==> src/rtl/smi_rx_stream_sched_if.sv <==
// Bus bundle for the SMI RX stream scheduler: ioc register port, both FIFO read
// ports, the serializer word port and FSM debug taps. slave = scheduler side.
interface smi_rx_stream_sched_if;
  logic [4:0]  i_ioc;
  logic [7:0]  i_data_in;
  logic        i_cs;
  logic        i_fetch_cmd;
  logic        i_load_cmd;
  logic [7:0]  o_data_out;
  logic        i_ch0_fifo_empty;
  logic [31:0] i_ch0_fifo_data;
  logic        o_ch0_fifo_pull;
  logic        i_ch1_fifo_empty;
  logic [31:0] i_ch1_fifo_data;
  logic        o_ch1_fifo_pull;
  logic        i_word_req;
  logic [31:0] o_word_data;
  logic        o_word_valid;
  logic        o_word_channel;
  logic        o_smi_dreq;
  logic [1:0]  dbg_state;
  logic        dbg_rr_ptr;

  modport slave (
    input  i_ioc, i_data_in, i_cs, i_fetch_cmd, i_load_cmd,
    input  i_ch0_fifo_empty, i_ch0_fifo_data, i_ch1_fifo_empty, i_ch1_fifo_data,
    input  i_word_req,
    output o_data_out, o_ch0_fifo_pull, o_ch1_fifo_pull,
    output o_word_data, o_word_valid, o_word_channel, o_smi_dreq,
    output dbg_state, dbg_rr_ptr
  );

  modport master (
    output i_ioc, i_data_in, i_cs, i_fetch_cmd, i_load_cmd,
    output i_ch0_fifo_empty, i_ch0_fifo_data, i_ch1_fifo_empty, i_ch1_fifo_data,
    output i_word_req,
    input  o_data_out, o_ch0_fifo_pull, o_ch1_fifo_pull,
    input  o_word_data, o_word_valid, o_word_channel, o_smi_dreq,
    input  dbg_state, dbg_rr_ptr
  );
endinterface

==> src/rtl/smi_rx_stream_sched.sv <==
// Arbitrates the single SMI read path between two RX sample FIFOs, one 32-bit
// word at a time, in bursts of up to BURST_WORDS words per grant.
module smi_rx_stream_sched #(
  parameter int         BURST_WORDS    = 16,
  parameter logic [7:0] MODULE_VERSION = 8'h02
) (
  input logic                  i_sys_clk,
  input logic                  i_reset,
  smi_rx_stream_sched_if.slave bus
);
  // Word handshake: o_word_valid high means o_word_data/o_word_channel hold an
  // unconsumed word and stay stable; one i_word_req pulse consumes it, and an
  // i_word_req seen while nothing is offered is a stray request (underrun).
  typedef enum logic [1:0] {
    IDLE    = 2'd0,
    PULL    = 2'd1,
    LATCH   = 2'd2,
    PRESENT = 2'd3
  } state_t;

  localparam logic [7:0] BURST_LAST = 8'(BURST_WORDS - 1);

  state_t      state_q, state_d;
  logic        grant_q, grant_d;
  logic        rr_ptr_q;
  logic [7:0]  burst_cnt_q;
  logic [7:0]  word_cnt_q;
  logic        underrun_q;
  logic [2:0]  ctrl_q;
  logic [31:0] word_data_q;
  logic        word_valid_q;
  logic        word_channel_q;
  logic [7:0]  data_out_q;
  logic [7:0]  rd_mux;

  logic reg_wr, reg_rd, flush;
  logic elig0, elig1, any_elig, grant_pick;
  logic grant_empty, grant_en, consume, burst_done, stray_req;
  logic ch0_pull, ch1_pull;

  always_comb begin
    reg_wr      = bus.i_cs && bus.i_load_cmd && (bus.i_ioc == 5'd1);
    reg_rd      = bus.i_cs && bus.i_fetch_cmd;
    flush       = reg_wr && bus.i_data_in[3];
    elig0       = ctrl_q[0] && !bus.i_ch0_fifo_empty;
    elig1       = ctrl_q[1] && !bus.i_ch1_fifo_empty;
    any_elig    = elig0 || elig1;
    grant_pick  = 1'b0;
    if (ctrl_q[2])
      grant_pick = !elig0;
    else if (rr_ptr_q ? elig1 : elig0)
      grant_pick = rr_ptr_q;
    else
      grant_pick = !rr_ptr_q;
    grant_empty = grant_q ? bus.i_ch1_fifo_empty : bus.i_ch0_fifo_empty;
    grant_en    = grant_q ? ctrl_q[1] : ctrl_q[0];
    // Flush wins over a same-cycle request: it neither consumes nor underruns.
    consume     = (state_q == PRESENT) && bus.i_word_req && !flush;
    stray_req   = (state_q != PRESENT) && bus.i_word_req && !flush;
    burst_done  = (burst_cnt_q == BURST_LAST) || grant_empty || !grant_en;
  end

  // FSM state register
  always_ff @(posedge i_sys_clk) begin
    if (i_reset) begin
      state_q <= IDLE;
      grant_q <= 1'b0;
    end else begin
      state_q <= state_d;
      grant_q <= grant_d;
    end
  end

  // FSM next state
  always_comb begin
    state_d = state_q;
    grant_d = grant_q;
    case (state_q)
      IDLE: begin
        if (any_elig) begin
          grant_d = grant_pick;
          state_d = PULL;
        end
      end
      PULL:    state_d = grant_empty ? IDLE : LATCH;
      LATCH:   state_d = PRESENT;
      PRESENT: begin
        if (consume) state_d = burst_done ? IDLE : PULL;
      end
      default: state_d = IDLE;
    endcase
    if (flush) state_d = IDLE;
  end

  // FSM outputs: the pop strobe is guarded so an empty FIFO is never popped
  always_comb begin
    ch0_pull = 1'b0;
    ch1_pull = 1'b0;
    if ((state_q == PULL) && !grant_empty) begin
      ch0_pull = !grant_q;
      ch1_pull = grant_q;
    end
  end

  always_ff @(posedge i_sys_clk) begin
    if (i_reset) begin
      ctrl_q         <= 3'b000;
      rr_ptr_q       <= 1'b0;
      burst_cnt_q    <= 8'd0;
      word_cnt_q     <= 8'd0;
      underrun_q     <= 1'b0;
      word_data_q    <= 32'd0;
      word_valid_q   <= 1'b0;
      word_channel_q <= 1'b0;
    end else begin
      if (reg_wr) ctrl_q <= bus.i_data_in[2:0];

      if (flush)
        burst_cnt_q <= 8'd0;
      else if ((state_q == IDLE) && any_elig)
        burst_cnt_q <= 8'd0;
      else if (consume)
        burst_cnt_q <= burst_cnt_q + 8'd1;

      if (flush)
        word_cnt_q <= 8'd0;
      else if (consume)
        word_cnt_q <= word_cnt_q + 8'd1;

      if (consume && burst_done) rr_ptr_q <= !grant_q;

      if (stray_req)
        underrun_q <= 1'b1;
      else if (reg_rd && (bus.i_ioc == 5'd2))
        underrun_q <= 1'b0;

      if (flush)
        word_valid_q <= 1'b0;
      else if (state_q == LATCH)
        word_valid_q <= 1'b1;
      else if (consume)
        word_valid_q <= 1'b0;

      if ((state_q == LATCH) && !flush) begin
        word_data_q    <= grant_q ? bus.i_ch1_fifo_data : bus.i_ch0_fifo_data;
        word_channel_q <= grant_q;
      end
    end
  end

  always_comb begin
    rd_mux = 8'h00;
    case (bus.i_ioc)
      5'd0:    rd_mux = MODULE_VERSION;
      5'd1:    rd_mux = {5'b00000, ctrl_q};
      5'd2:    rd_mux = {3'b000, underrun_q, (state_q != IDLE), word_channel_q,
                         bus.i_ch1_fifo_empty, bus.i_ch0_fifo_empty};
      5'd3:    rd_mux = word_cnt_q;
      default: rd_mux = 8'h00;
    endcase
  end

  always_ff @(posedge i_sys_clk) begin
    if (i_reset)
      data_out_q <= 8'h00;
    else if (reg_rd)
      data_out_q <= rd_mux;
  end

  assign bus.o_data_out      = data_out_q;
  assign bus.o_ch0_fifo_pull = ch0_pull;
  assign bus.o_ch1_fifo_pull = ch1_pull;
  assign bus.o_word_data     = word_data_q;
  assign bus.o_word_valid    = word_valid_q;
  assign bus.o_word_channel  = word_channel_q;
  assign bus.o_smi_dreq      = word_valid_q;
  assign bus.dbg_state       = state_q;
  assign bus.dbg_rr_ptr      = rr_ptr_q;
endmodule

==> src/flat_wrapper.sv <==
// flat-port wrapper written by rule: the top's interface ports become plain ports
module smi_rx_stream_sched_flat 
#(
  parameter int         BURST_WORDS    = 16,
  parameter logic [7:0] MODULE_VERSION = 8'h02
)
  (i_sys_clk, i_reset, bus_i_ioc, bus_i_data_in, bus_i_cs, bus_i_fetch_cmd, bus_i_load_cmd, bus_i_ch0_fifo_empty, bus_i_ch0_fifo_data, bus_i_ch1_fifo_empty, bus_i_ch1_fifo_data, bus_i_word_req, bus_o_data_out, bus_o_ch0_fifo_pull, bus_o_ch1_fifo_pull, bus_o_word_data, bus_o_word_valid, bus_o_word_channel, bus_o_smi_dreq, bus_dbg_state, bus_dbg_rr_ptr);
  smi_rx_stream_sched_if bus_i ();
  input logic i_sys_clk;
  input logic i_reset;
  input wire logic [$bits(bus_i.i_ioc)-1:0] bus_i_ioc;
  input wire logic [$bits(bus_i.i_data_in)-1:0] bus_i_data_in;
  input wire logic [$bits(bus_i.i_cs)-1:0] bus_i_cs;
  input wire logic [$bits(bus_i.i_fetch_cmd)-1:0] bus_i_fetch_cmd;
  input wire logic [$bits(bus_i.i_load_cmd)-1:0] bus_i_load_cmd;
  input wire logic [$bits(bus_i.i_ch0_fifo_empty)-1:0] bus_i_ch0_fifo_empty;
  input wire logic [$bits(bus_i.i_ch0_fifo_data)-1:0] bus_i_ch0_fifo_data;
  input wire logic [$bits(bus_i.i_ch1_fifo_empty)-1:0] bus_i_ch1_fifo_empty;
  input wire logic [$bits(bus_i.i_ch1_fifo_data)-1:0] bus_i_ch1_fifo_data;
  input wire logic [$bits(bus_i.i_word_req)-1:0] bus_i_word_req;
  output wire logic [$bits(bus_i.o_data_out)-1:0] bus_o_data_out;
  output wire logic [$bits(bus_i.o_ch0_fifo_pull)-1:0] bus_o_ch0_fifo_pull;
  output wire logic [$bits(bus_i.o_ch1_fifo_pull)-1:0] bus_o_ch1_fifo_pull;
  output wire logic [$bits(bus_i.o_word_data)-1:0] bus_o_word_data;
  output wire logic [$bits(bus_i.o_word_valid)-1:0] bus_o_word_valid;
  output wire logic [$bits(bus_i.o_word_channel)-1:0] bus_o_word_channel;
  output wire logic [$bits(bus_i.o_smi_dreq)-1:0] bus_o_smi_dreq;
  output wire logic [$bits(bus_i.dbg_state)-1:0] bus_dbg_state;
  output wire logic [$bits(bus_i.dbg_rr_ptr)-1:0] bus_dbg_rr_ptr;
  assign bus_i.i_ioc = bus_i_ioc;
  assign bus_i.i_data_in = bus_i_data_in;
  assign bus_i.i_cs = bus_i_cs;
  assign bus_i.i_fetch_cmd = bus_i_fetch_cmd;
  assign bus_i.i_load_cmd = bus_i_load_cmd;
  assign bus_i.i_ch0_fifo_empty = bus_i_ch0_fifo_empty;
  assign bus_i.i_ch0_fifo_data = bus_i_ch0_fifo_data;
  assign bus_i.i_ch1_fifo_empty = bus_i_ch1_fifo_empty;
  assign bus_i.i_ch1_fifo_data = bus_i_ch1_fifo_data;
  assign bus_i.i_word_req = bus_i_word_req;
  assign bus_o_data_out = bus_i.o_data_out;
  assign bus_o_ch0_fifo_pull = bus_i.o_ch0_fifo_pull;
  assign bus_o_ch1_fifo_pull = bus_i.o_ch1_fifo_pull;
  assign bus_o_word_data = bus_i.o_word_data;
  assign bus_o_word_valid = bus_i.o_word_valid;
  assign bus_o_word_channel = bus_i.o_word_channel;
  assign bus_o_smi_dreq = bus_i.o_smi_dreq;
  assign bus_dbg_state = bus_i.dbg_state;
  assign bus_dbg_rr_ptr = bus_i.dbg_rr_ptr;
  smi_rx_stream_sched #(.BURST_WORDS(BURST_WORDS), .MODULE_VERSION(MODULE_VERSION)) u_core (.i_sys_clk(i_sys_clk), .i_reset(i_reset), .bus(bus_i));
endmodule
==> config.mk <==
export PLATFORM = sky130hd
export DESIGN_NAME = smi_rx_stream_sched_flat
export DESIGN_NICKNAME = d
export VERILOG_FILES = /design/src/rtl/smi_rx_stream_sched_if.sv /design/src/rtl/smi_rx_stream_sched.sv /design/src/flat_wrapper.sv
export SDC_FILE = /design/constraint.sdc
export NUM_CORES = 1
export LEC_CHECK = 0
export CAP_MARGIN = 40
export CORE_UTILIZATION = 28
export CTS_CLUSTER_DIAMETER = 50
export DETAILED_ROUTE_END_ITERATION = 16
export PLACE_DENSITY = 0.6
export SYNTH_ARGS = -nofsm -noshare
export SYNTH_HDL_FRONTEND = slang
export SYNTH_SLANG_ARGS = --single-unit
==> constraint.sdc <==
create_clock -name i_sys_clk -period 2 [get_ports i_sys_clk]
set_clock_uncertainty 0.05 [all_clocks]
set_input_delay 0.4 -clock i_sys_clk [delete_from_list [all_inputs] [get_ports i_sys_clk]]
set_output_delay 0.4 -clock i_sys_clk [all_outputs]
set_load 0.02 [all_outputs]
# After elaboration in Yosys (flattened, before gate mapping)
# Cells that the tools add are included.
word_totals:
  reg_bits: 66
  inputBits: 85
  out_inout_bits: 48
  word_cells: 76
op_classes:
  add_sub_neg: 2
  n_eq_ne: 10
  mux: 18
  n_reduce_logical: 35
ops:
  columns: ["cell", "count"]
  rows:
  - ["$mux 32", 1]
  - ["$pmux 8 s4", 1]
  - ["$add 8x1->8 const B", 2]
  - ["$logic_and 1x1->1", 15]
  - ["$mux 1", 12]
  - ["$eq 5x2->1 const B", 2]
  - ["$eq 8x4->1 const B", 1]
  - ["$logic_not 1->1", 8]
  - ["$pmux 2 s4", 1]
  - ["$mux 2", 3]
  - ["$reduce_bool 2->1", 3]
  - ["$eq 5x1->1 const B", 1]
  - ["$logic_not 5->1", 1]
  - ["$eq 2x2->1 const B", 2]
  - ["$ne 2x1->1 const B", 2]
  - ["$reduce_and 2->1", 2]
  - ["$logic_or 1x1->1", 3]
  - ["$reduce_or 3->1", 1]
  - ["$eq 2x1->1 const B", 1]
  - ["$logic_not 2->1", 1]
  - ["$ne 2x2->1 const B", 1]
  - ["$reduce_or 2->1", 1]

# Logic depth before layout (Yosys ltp)
# Gate-level depths: netlist (run 1).
logic_depth:
  depth_word: 7
  depth_mapped: 8
  mapped_depth_nobuf: 5

# Worst setup path after synthesis (run 1)
# OpenSTA, ideal clock, no wires.
synth_timing:
  path_type: "flip-flop to flip-flop"
  from: "register u_core.state_q[0], in the netlist u_core.bus.dbg_state[0]"
  to: "register u_core.word_cnt_q[7]"
  setup_time_ps: 71
  arrival_ps: 1710
  required_time_ps: 1879
  slack_ps: 169
  stages_incl_launch_ff: 7
  path_buffers: 2
  synth_period_minus_slack_ps: 1831
  cell_sequence: "dfxtp_1 > buf_4 > nand3_2 > a21o_1 > buf_6 > or4_1 > a21oi_1"
synth_via:
  elab_chain_len: 3
synth_rtl:
  columns: ["element", "line", "source"]
  rows:
  - ["start, declared", "smi_rx_stream_sched.sv:23", "state_t state_q, state_d;"]
  - ["start signal, assigned", "smi_rx_stream_sched.sv:69", "state_q <= state_d;"]
  - ["$eq 2x2->1", "smi_rx_stream_sched.sv:58", "consume = (state_q == PRESENT) && bus.i_word_req && !flush;"]
  - ["$logic_and 1x1->1 (2 in a row)", "smi_rx_stream_sched.sv:58", null]
  - ["end signal, assigned", "smi_rx_stream_sched.sv:128", "word_cnt_q <= word_cnt_q + 8'd1;"]
  - ["end, declared", "smi_rx_stream_sched.sv:27", "logic [7:0] word_cnt_q;"]
# Every way passes these cells.
# A chain may end at the register's enable or synchronous reset.

# Final worst setup path (run 1)
layout_timing:
  from: "input port bus_i_ch1_fifo_empty"
  to: "output port bus_o_ch1_fifo_pull"
layout_via:
  elab_chain_len: 4
layout_rtl:
  columns: ["element", "line", "source"]
  rows:
  - ["start, declared", "flat_wrapper.sv:18", "input wire logic [$bits(bus_i.i_ch1_fifo_empty)-1:0] bus_i_ch1_fifo_empty;"]
  - ["$mux 1", "smi_rx_stream_sched.sv:55", "grant_empty = grant_q ? bus.i_ch1_fifo_empty : bus.i_ch0_fifo_empty;"]
  - ["$logic_not 1->1", "smi_rx_stream_sched.sv:99", "if ((state_q == PULL) && !grant_empty) begin"]
  - ["$logic_and 1x1->1", "smi_rx_stream_sched.sv:99", null]
  - ["$mux 1", "smi_rx_stream_sched.sv:99", null]
  - ["end, declared", "flat_wrapper.sv:23", "output wire logic [$bits(bus_i.o_ch1_fifo_pull)-1:0] bus_o_ch1_fifo_pull;"]
# Every way passes these cells.

==> results of run 1 <==
## through the flow
stage / util [%] / setup TNS [ns]
6_report: 45.0 / 0
2_1_floorplan: - / 0
5_1_grt: 45.0 / 0
4_1_cts: 45.0 / 0
3_5_place_dp: 43.0 / -10.19
3_3_place_gp: 43.0 / -8.79
## routing by layer
layer / vias up / wire length (um)
met3: 8 / 799
li1: 1524 / -
met4: 0 / 95
met2: 105 / 4090
met5: - / 0
met1: 1333 / 3640
## worst max path at each step
| stage | start | end | depth (start not counted) |
|---|---|---|---|
| finish | bus_i_ch1_fifo_empty | bus_o_ch1_fifo_pull | 4 |
| global route | u_core.bus.dbg_state[0] | bus_dbg_state[0] | 2 |
| CTS | bus_i_ch1_fifo_empty | bus_o_ch1_fifo_pull | 4 |
| detailed placement | bus_i_ioc[3] | u_core.burst_cnt_q[2] | 6 |
| global placement | bus_i_ch1_fifo_empty | bus_o_ch1_fifo_pull | 4 |
| floorplan | u_core.bus.dbg_state[0] | u_core.word_cnt_q[7] | 6 |
## logic make-up (layout without fill, tap and decap cells)
family          Yosys count  after routing
compound gates           78             78
buf+inv                  31            177
flops                    66             66
simple gates            119            119
fa+ha+maj                 2              2
xor+xnor                  8              8
mux                      41             41
## sequential cells by signal, indices dropped and copies added (netlist names), named ones only
name and cells:
u_core.burst_cnt_q 8, u_core.bus.dbg_rr_ptr 1, u_core.bus.dbg_state 1, u_core.bus.o_data_out 8, u_core.bus.o_smi_dreq 1, u_core.bus.o_word_channel 1
u_core.bus.o_word_data 32, u_core.ctrl_q 3, u_core.grant_q 1, u_core.underrun_q 1, u_core.word_cnt_q 8
## cell usage after synthesis, drive strengths merged (2+ instances only)
| cell type | number |
|---|---|
| dfxtp | 66 |
| nor2 | 53 |
| a211oi | 38 |
| mux2i | 38 |
| nand2 | 23 |
| a21oi | 20 |
| buf | 18 |
| nand3 | 12 |
| clkbuf | 8 |
| nand2b | 7 |
| xnor2 | 7 |
| inv | 5 |
| o31ai | 5 |
| or4 | 5 |
| nand4 | 4 |
| mux2 | 3 |
| nor2b | 3 |
| o21ai | 3 |
| a2111oi | 2 |
| a22o | 2 |
| a22oi | 2 |
| and2 | 2 |
| ha | 2 |
| nor3 | 2 |
| or3 | 2 |
## power by group
group	total (W)	internal, W	switching, W	leakage, nW
clock network	0.00125	0.000707	0.000541	0.107
logic	0.000282	0.000186	0.0000955	0.961
registers	0.00132	0.00132	0.00000225	0.532
total	0.00285	0.00221	0.000639	1.60
## worst reg2reg max path, delay by kind of cell, from the launching register on
family,cells,cell delay [ns]
AO/OA/AOI/OAI,2,0.32
buffers and inverters,2,0.34
flip-flops,1,0.33
AND/OR/NAND/NOR,2,0.60
## cell type report
cell class | instances | area (um2)
Tap cell | 140 | 175
Clock buffer | 10 | 128
Multi-Input combinational cell | 248 | 1630
Timing Repair Buffer | 156 | 1500
Sequential cell | 66 | 1320
Inverter | 5 | 18.8
Clock inverter | 6 | 90.1
Fill cell | 1039 | 5930
==> results.md, run 1 <==
- Routed WL: about 8600 um
- M2 GR Usage: a little over a quarter
- Antenna Nets Post-Route: 0
- CP endpoint kind: output pin
- Crit path buf inv count: 2
- Post-route cell area: between 0.004 and 0.005 mm2
- Initial antenna violation count: 0
- Vias after detailed routing: 2970
- Die ar.: 0.0115 mm2
- Number of clock sinks: 66
- H-tree levels: 3
- GRT overflow: 0
- Worst-margin pin slew: between 0.4 and 0.5 ns
- CTS tree: done
- Layout cells sized above 1: roughly 11%
- Chip width: 107 um
- CP delay by family, top: buffers and inverters
- WL/cell: roughly 14 um
- Static Leak: ~1.6 nW
- Synth Register Bits: between 60 and 70
- Mux contribution to synthesized area: 13.4%
- Post-Layout Cell Count: ~630
- Synth Area in Compound Gates: 17.4%
- Number of flops mapped to enable cells by yosys: 0
- Worst setup SP type: primary input
- Synth Warn #: 0
- CP peak stage delay: 0.45 ns
- Residual DRC: 0
- Final setup margin: roughly 0.043 ns
- Met1 global-route usage: between 10% and 20%
- Area Overhead vs Synth: 57.1%
- Clock Path Buffers: 2
- Fin crit period: roughly 2.0 ns
- Core region area: 0.0108 mm2
- Most common cell after layout, fill and taps aside: clkdlybuf4s50_1
- Arrival time worst endpoint: between 1.5 and 2 ns
- Max-Cap Viols: 0
- Critical path class: primary input to output pin
- Diode count: 0
- CTS clk-pin slew, worst paths: roughly 0.080 ns
- Synth Area in Adders: less than 1%
- Worst Hold Class: register to register
- Max rail drop VDD: 0.000368 V
- Synth cell types: 42
- Largest family of logic cells by synthesized area: simple AND/OR/NAND/NOR gates
- Syn Inst Count: approximately 350
- Top area cells in the synthesized netlist: dfxtp_1, mux2i_1, a211oi_1, nor2_1, a21oi_1
- Global Route met3 Usage: just over 6%
- Layout Nets: approximately 570
- Starting Density: 28.7%
- Cts repair resizes: 2
- Power Dens Cells: ~590 mW/mm2
- Post-synth top area share: a little over two fifths
- Post-synth net total: 432
- Crit path required time: about 1.6 ns
- Hold path depth: 2
- Pre-CTS WS: -0.252 ns
- Quantity of hold-fixing buffers added after cts: 0
- XOR/XNOR Fraction of Synth Area: ~2.3%
- Global route hottest layer: met2
- Syn Area/Cell: 8.97 um2
- Number of global-route vias before repair: around 2900
- Cells after DPL: 615
- CTS buffer count: 9
- Initial DRC Count: between 90 and 100
- RD Place Congestion: ~0.75
- Largest net degree at the start of global routing: 57
- R2R depth: 6
- Hold endpoint: u_core.bus.o_data_out[7]
- First-pass GRT wire length: roughly 14000 um
- Leading area contributor after synthesis: dfxtp_1
- Dpl hpwl: 6560 um
- Slew Limit Fails: 0
- Top_reg_cell synth: dfxtp_1
- Root Buffer: clkbuf_8
- Max_slew headroom: approximately 73%
- Crit Path Max Fanout: 2
- Pwr Total: 0.00285 W
- Drt pass-1 iters: 4
- Most frequent cells in the layout: clkdlybuf4s50_1, dfxtp_1, nor2_1
- Seq/Total Area, Yosys: roughly 43%
- Input/output buffers: roughly 130
- Gr usage total: 15.5%
- # rows: 38
- Max frequency: 511 MHz
- Run status: complete, no violations
- R2r startpoint: u_core.bus.dbg_state[0]
- Worst path slowest cell: clkdlybuf4s50_1
- Final hold violations: 0
- Via density: 4.71
- Ys async rst share: 0%
- Worst R2R Setup Slack: 0.29 ns
- Simple-gate share of the synthesized area: 18.2%
- Cell area after synthesis: between 0.003 and 0.004 mm2
- Final Cycle Share: between 90% and 100%
- Hold_sp: u_core.bus.o_data_out[7]
- Worst-Skew Late Latency: 0.35 ns
- Critical R2R Capture: u_core.burst_cnt_q[6]
- I/O pins: roughly 130
- Post-CTS setup buffer count: 0
- Die H: 107 um
- Final setup fails: 0
- Placed inst area: 0.00464 mm2
- RSZ-0062 raised after global routing: no
- Critical-path cell list: clkdlybuf4s50_1, nand2b_1, nor2_1, dlygate4sd2_1
- Worst hold slack: about 0.40 ns
(Power assumes the default switching activity.)
==> run 2: changes to the inputs <==
- CAP_MARGIN: 40 -> 20
==> results of run 2 <==
The final DEF is identical to that of run 1; final timing and power are the same.
==> run 3: changes to the inputs <==
- CORE_UTILIZATION: 28 -> 42
- PLACE_DENSITY: 0.6 -> 0.83
==> run 3 against run 2 <==
Effect of this change: utilization is 25 points higher; final cell count is 7.0% lower; power is 4.9% higher; combinational power is 1% lower; critical path depth is 2 lower; non-clock buffer count stayed put; largest cell class unchanged; maximum frequency is 2.1% higher; die area is 33% lower; critical endpoint is now bus_dbg_state[1].
==> results.md, run 3 (synthesis gave the netlist of run 1 again) <==
- Final Cycle Share: between 90% and 100%
- Initial antenna violation count: 0
- Antenna Nets Post-Route: 0
- RSZ-0062 raised after global routing: no
- Max frequency: roughly 520 MHz
- I/O pins: around 130
- Static Leak: around 1.6 nW
- Crit path required time: roughly 1.6 ns
- First-pass GRT wire length: 13400 um
- Drt pass-1 iters: 6
- Pre-CTS WS: -0.215 ns
- Worst-margin pin slew: 0.434 ns
- Diode count: 0
- Layout Nets: about 570
- Post-layout util: ~70%
- Most common cell after layout, fill and taps aside: clkdlybuf4s50_1
- Slew Limit Fails: 0
- Final setup margin: 0.0828 ns
- Layout cells sized above 1: 10.8%
- Worst-Skew Late Latency: 0.34 ns
- Starting Density: 44.5%
- Arrival time worst endpoint: 1.47 ns
- Core region area: between 0.006 and 0.007 mm2
- Chip width: about 88 um
- Run status: complete, no violations
- Die H: between 80 and 90 um
- GRT overflow: 0
- RD Place Congestion: between 0.8 and 0.9
- Worst R2R Setup Slack: 0.26 ns
- Dpl hpwl: 6260 um
- Final setup fails: 0
- Vias after detailed routing: approximately 3000
- WL/cell: roughly 14 um
- Fin crit period: 1.92 ns
- Number of flip-flops in the largest register: 32
- # rows: 30
- Max_slew headroom: between 70% and 80%
- Area Overhead vs Synth: 56.9%
- Routed WL: roughly 8300 um
- R2R depth: 6
- Crit Path Max Fanout: 10
- Hold_sp: i_reset
- Most frequent cells in the layout: clkdlybuf4s50_1, dfxtp_1, nor2_1
- Clock Path Buffers: 2
- CTS clk-pin slew, worst paths: around 0.080 ns
- CTS tree: done
- Residual DRC: 0
- Layout fillers: a little over 500
- Final hold violations: 0
- Hold path depth: 2
- Worst hold slack: 0.387 ns
- Number of global-route vias before repair: between 2000 and 3000
- H-tree levels: 3
- Largest net degree at the start of global routing: 39
- Root Buffer: clkbuf_8
- Power Dens Cells: 616 mW/mm2
- Input/output buffers: between 100 and 150
- Number of clock sinks: 66
- Max rail drop VDD: between 0.0003 and 0.0004 V
- Critical R2R Capture: u_core.burst_cnt_q[6]
- Worst Hold Class: primary input to register
- Hold endpoint: u_core.bus.o_data_out[0]
- Via density: 5.19
- CTS buffer count: 9
- Max-Cap Viols: 0
- CP endpoint kind: output pin
- Critical path class: register to output pin
- Die ar.: 0.00771 mm2
- Initial DRC Count: ~140
- Gr usage total: between 20% and 30%
- Worst setup SP type: register
==> run 3: cell types whose count changed in the layout (fill, tap and decap cells not counted) <==
cell,previous run,this run
buf_12,1,2
buf_4,27,26
bufinv_16,2,3
clkbuf_8,9,11
clkinv_2,1,0
clkinv_4,1,0
inv_6,1,0
==> run 3: worst max-delay path by stage <==
| stage | start | end | slack [ns] |
|---|---|---|---|
| global route | u_core.bus.dbg_state[0] | bus_o_ch0_fifo_pull | 0.02 |
| detailed placement | bus_i_ioc[1] | u_core.burst_cnt_q[6] | -0.21 |
| global placement | bus_i_ioc[1] | u_core.burst_cnt_q[6] | -0.18 |
| CTS | register | bus_dbg_state[1] | 0.07 |
| floorplan | u_core.bus.dbg_state[0] | u_core.word_cnt_q[7] | 0.17 |
| finish | register | bus_dbg_state[1] | 0.08 |
==> run 3: layer usage <==
metal  share of wire (%)  GRT usage [%]
met1                  40           24.9
met2                  50           39.1
met3                 8.8           8.01
met4                 1.5           9.24
met5                   0              0
==> run 3: critical path, stage by stage, from the launching register on <==
cell	delay (ns)
dfxtp_1	0.33
buf_4	0.17
clkdlybuf4s50_1	0.63
==> run 3: cell type report <==
cell class	instances	area [um2]	share of cell area, %
inverters	5	18.8	0.387
multi-input cells	248	1630	33.6
clock inverters	4	97.6	2.01
repair buffers	156	1510	31.1
clock buffers	12	155	3.20
flip-flops and latches	66	1320	27.3
well taps	96	120	2.48
==> run 3: timing repair <==
| item | in CTS | in global routing |
|---|---|---|
| endpoints found under the setup margin | 2 | 0 |
| gates resized for setup | 2 | 0 |
| setup buffers | 0 | 0 |
| hold buffers | 0 | 0 |
==> run 3: stage by stage <==
step	instances	total power, W	instance area, um2	TNS (ns)
3_5_place_dp	571	0.00163	4600	-5.44
3_3_place_gp	571	0.00162	4600	-3.97
4_1_cts	587	0.00301	4850	0
6_report	587	0.00299	4850	0
5_1_grt	587	0.00309	4850	0
2_1_floorplan	345	0.00142	3090	0
==> run 3: report_power, final <==
group          leakage, nW  switching, W  internal, W  total [W]
logic                0.964     0.0000919     0.000186   0.000278
registers            0.532    0.00000253      0.00132    0.00132
clock network        0.123      0.000494     0.000897    0.00139
total                 1.62      0.000588      0.00240    0.00299
